**config.mk**
```make
export PLATFORM = sky130hd
export DESIGN_NAME = bus_sync_qual
export DESIGN_NICKNAME = d
export VERILOG_FILES = /design/src/rtl/bus_sync_qual.sv
export SDC_FILE = /design/constraint.sdc
export NUM_CORES = 1
export LEC_CHECK = 0
export BUFFER_PORTS_ARGS = -buffer_cell sky130_fd_sc_hd__buf_2
export CORE_UTILIZATION = 43
export CTS_BUF_LIST = sky130_fd_sc_hd__clkbuf_8
export DETAILED_ROUTE_END_ITERATION = 12
export SYNTH_ARGS = -nofsm -noshare
export SYNTH_HDL_FRONTEND = slang
export SYNTH_SLANG_ARGS = --single-unit
```
**constraint.sdc**
```tcl
create_clock -name dest_clk -period 1.9 [get_ports dest_clk]
set_input_delay 0.38 -clock dest_clk [delete_from_list [all_inputs] [get_ports dest_clk]]
set_output_delay 0.38 -clock dest_clk [all_outputs]
set_load 0.03 [all_outputs]
```
**src/rtl/bus_sync_qual.sv**
```systemverilog
// bus_sync_qual: multi-stage bus synchronizer whose output only follows values
// that have stayed stable for STABLE_CYC destination cycles.
module bus_sync_qual #(
    parameter int                Bus_BW     = 4,
    parameter int                SYNC_STG   = 2,
    parameter int                STABLE_CYC = 3,
    parameter logic [Bus_BW-1:0] RST_VAL    = '0
) (
    input  logic              dest_clk,
    input  logic              dest_rstn,
    input  logic [Bus_BW-1:0] Bus_in,
    output logic [Bus_BW-1:0] Bus_sync,
    output logic              upd_pulse,
    output logic              busy,
    output logic [7:0]        rej_cnt
);
    localparam int CW = STABLE_CYC > 1 ? $clog2(STABLE_CYC) : 1;
    localparam logic [CW-1:0] CNT_MAX = CW'(STABLE_CYC - 1);

    if (SYNC_STG < 2 || SYNC_STG > 4) begin : g_bad_stg
        $fatal(1, "bus_sync_qual: SYNC_STG must be 2..4");
    end

    logic [Bus_BW-1:0] sync_r [SYNC_STG];
    logic [Bus_BW-1:0] sync_q;
    logic [Bus_BW-1:0] cand;
    logic [CW-1:0]     cnt;

    assign sync_q = sync_r[SYNC_STG-1];
    assign busy   = (sync_q != cand) || (cand != Bus_sync);

    always_ff @(posedge dest_clk or negedge dest_rstn) begin
        if (!dest_rstn) begin
            for (int i = 0; i < SYNC_STG; i++) sync_r[i] <= RST_VAL;
        end else begin
            sync_r[0] <= Bus_in;
            for (int i = 1; i < SYNC_STG; i++) sync_r[i] <= sync_r[i-1];
        end
    end

    // A new sample restarts qualification; a still-pending candidate counts as rejected.
    always_ff @(posedge dest_clk or negedge dest_rstn) begin
        if (!dest_rstn) begin
            cand      <= RST_VAL;
            Bus_sync  <= RST_VAL;
            cnt       <= '0;
            upd_pulse <= 1'b0;
            rej_cnt   <= '0;
        end else begin
            upd_pulse <= 1'b0;
            if (sync_q != cand) begin
                cand <= sync_q;
                cnt  <= '0;
                if (cand != Bus_sync && rej_cnt != 8'hff) rej_cnt <= rej_cnt + 8'd1;
            end else if (cand != Bus_sync) begin
                if (cnt == CNT_MAX) begin
                    Bus_sync  <= cand;
                    upd_pulse <= 1'b1;
                    cnt       <= '0;
                end else begin
                    cnt <= cnt + CW'(1);
                end
            end else begin
                cnt <= '0;
            end
        end
    end
endmodule

```
==> run_results.csv <==
group,metric,value,unit
pwr,power.share.clock,19.4,%
final_layout,nets,108,
placement,placed_cell_area,1180,um^2
synth,synth.avg_cell_area,13.4,um^2
synth,synth.largest_area_cell,"dfrtp_1",
global_routing,grt_pass1_wl,2870,um
final_layout,antenna-diode-count,0,
cts,root_buffer,"clkbuf_8",
route,dr.pass1.iters,4,
pwr,leakage,0.649,nW
cts,htreeDepth,1,
placement,dp.cells,124,
pwr,p_int,995,uW
setup_path,rr_worst_depth,7,
setup_path,r2r_slack,130,ps
pwr,power.switching,593,uW
floorplanning,die-area,2630,um^2
global_routing,grt_max_degree,28,
cts,cts_buffer_depth,2,
placement,gp_congestion,0.840,
synth,synthesis.nets,85,
floorplanning,die_x,51.3,um
sta,finalHoldViolations,0,
setup_path,cp_data_arrival_time,1490,ps
final_layout,area_growth,19.7,%
placement,dp_slack,114,ps
cts,clkTransAtPathRegs,90,ps
cts,cts_buffers,3,
route,via_count,629,
sta,grt_setup_unrepaired,"true",
synth,synthTopCellsByCount,"dfrtp_1 (27), xor2_1 (13), mux2_2 (5), nand3_1 (5), nor2_1 (5)",
pwr,p_seq_share,48.9,%
final_layout,postLayoutCoreUtil,55.4,%
setup_path,rr_startpoint,"cand[3]$_DFFE_PN0P_",
setup_path,worst_r2r_endpoint,"rej_cnt[2]$_DFFE_PN0P_",
synth,synthFlopType,"dfrtp_1",
synth,postSynthCellCount,78,
synth,synthTopCellsByArea,"dfrtp_1 (65%), xor2_1 (11%), mux2_2 (5.4%)",
sta,max_freq,533,MHz
synth,netlist_area,1040,um^2
sta,min_period_over_period,98.7,%
floorplanning,io-pin-count,20,
route,wl,1680,um
status,status,"finished clean",
synth,synth_edf_count,0,
final_layout,final_area,1250,um^2
global_routing,grt_usage,15.4,%
sta,fin_crit,1870,ps
route,wl_per_cell,13.1,um
route,drtIter0Drc,4,
synth,synth.most_common_cell,"dfrtp_1",
setup_path,crit_type,"reg -> out",
setup_path,worstPathRequired,1520,ps
hold_path,hold_path_class,"in -> async",
floorplanning,num_rows,17,
cts,tritoncts,"yes",
route,ant_nets,0,
cts,cts_setup_buffers,0,
global_routing,grt-ovfl-total,0,
pwr,power_density,1270,nW/um^2
route,drc_errors,0,
setup_path,critPathMaxFanout,4,
synth,async_flop_share,100,%
synth,synth_top_area_share,64.7,%
synth,synth_seq_cells,27,
sta,layout_setup_ws,25.3,ps
job,cap_violations,0,
sta,setup_viol,0,
sta,drv_slew,0,
floorplanning,initial_core_util,46.3,%
pwr,p_comb_share,31.8,%
final_layout,fin_cells,128,
global_routing,antenna_found_initial,0,
synth,synthDistinctLibCells,19,
placement,port_buffers,19,
floorplanning,die_h,51.3,um
pwr,swShare,37.3,%
cts,clock_sinks,27,
setup_path,startpoint_type,"flip-flop",
route,via_per_inst,4.91,
floorplanning,core_area,2250,um^2
sta,clock_skew,4.54,ps
synth,yosysWarningCount,0,
cts,clkLatencyLatePin,260,ps
sta,tightest_slew,576,ps
placement,dpl.hpwl,1160,um
global_routing,grt_pass1_vias,614,
final_layout,final_layout_size_suffix_gt1_share,36.0,%
synth,seq_area_frac_synth,64.7,%
sta,maxSlewHeadroom,61.6,%
setup_path,end_kind,"output pin",
pwr,ir_worst_vdd,0.000796,V
## worst max path at each step
stage / from / end / slack (ps) / cells after the start
2_1_floorplan: rej_cnt[0]$_DFFE_PN0P_ / rej_cnt[7]$_DFFE_PN0P_ / 10 / 6
3_3_place_gp: cand[0]$_DFFE_PN0P_ / rej_cnt[2]$_DFFE_PN0P_ / 110 / 7
3_5_place_dp: rej_cnt[1]$_DFFE_PN0P_ / rej_cnt[6]$_DFFE_PN0P_ / 110 / 6
4_1_cts: cand[1]$_DFFE_PN0P_ / busy / 5 / 5
5_1_grt: cand[1]$_DFFE_PN0P_ / busy / -90 / 5
6_report: cand[1]$_DFFE_PN0P_ / busy / 30 / 5
## worst max-delay path, stage by stage, from the launching register on
cell     delay (ps)
dfrtp_1         420
xor2_1          160
nor4_2          290
buf_4           180
nand2_2          60
buf_6           130
## sequential cells by signal, indices dropped and copies added, names as in the netlist
signal and flops:
upd_pulse 1, cnt 2, sync_r 4, sync_q 4, cand 4, rej_cnt 8
Bus_sync 4
## power groups by stage
| stage | Combinational [mW] | Sequential (mW) | Clock, mW |
|---|---|---|---|
| 3_3_place_gp | 0.496 | 0.785 | 0 |
| 5_1_grt | 0.544 | 0.793 | 0.344 |
| 2_1_floorplan | 0.184 | 0.936 | 0 |
| 6_report | 0.504 | 0.776 | 0.307 |
| 4_1_cts | 0.503 | 0.776 | 0.325 |
| 3_5_place_dp | 0.496 | 0.787 | 0 |
## cell usage in the layout (no fill, tap or decap)
cell type and count:
buf_2 18, xor2_1 13, and3b_1 1, and3_1 2, nor3_1 1, xnor2_1 2
a311o_2 1, nor2_1 5, nor2b_1 1, and2_1 1, mux2_2 5, nand3_1 5
ha_1 1, nand2_1 1, buf_6 1, clkbuf_8 3, nand2_2 1, inv_1 4
dfrtp_1 27, nor4_2 2, nor4_4 1, buf_4 4
## layer usage
layer / global-route usage (%) / vias up / part of all wire (%)
met4: 6.76 / 0 / 1.5
met3: 4.46 / 2 / 4.2
li1: - / 297 / -
met2: 23.9 / 14 / 47
met5: 0 / - / 0
met1: 20.1 / 316 / 48
## cells by family (layout without fill, tap and decap cells)
| family | after synthesis | after routing | share of synthesized area, % |
|---|---|---|---|
| flip-flops | 27 | 27 | 64.7 |
| AND/OR/NAND/NOR | 21 | 21 | 11.9 |
| XOR/XNOR | 15 | 15 | 12.6 |
| buffers and inverters | 8 | 30 | 3.24 |
| multiplexers | 5 | 5 | 5.40 |
| adder cells (fa/ha/maj) | 1 | 1 | 1.20 |
| AO/OA/AOI/OAI | 1 | 1 | 0.959 |
## layout make-up
class                   instances  area, um^2
multi-input cells              43         350
fillers                       214        1010
flip-flops and latches         27         676
clock buffers                   3        41.3
clock inverters                 1        3.75
inverters                       3        11.3
well taps                      28        35.0
repair buffers                 23         131
## metrics by stage
step	hold WS (ps)	power, mW	setup TNS, ps
2_1_floorplan	84.4	1.12	0
3_3_place_gp	332	1.28	0
3_5_place_dp	337	1.28	0
4_1_cts	125	1.60	0
5_1_grt	154	1.68	-125
6_report	105	1.59	0
## timing repair
item                       CTS  global route
hold buffers                 0             0
gates resized for setup      3             3
pin swaps                    0             4
setup endpoints to repair    1             8
(Power assumes the default switching activity.)
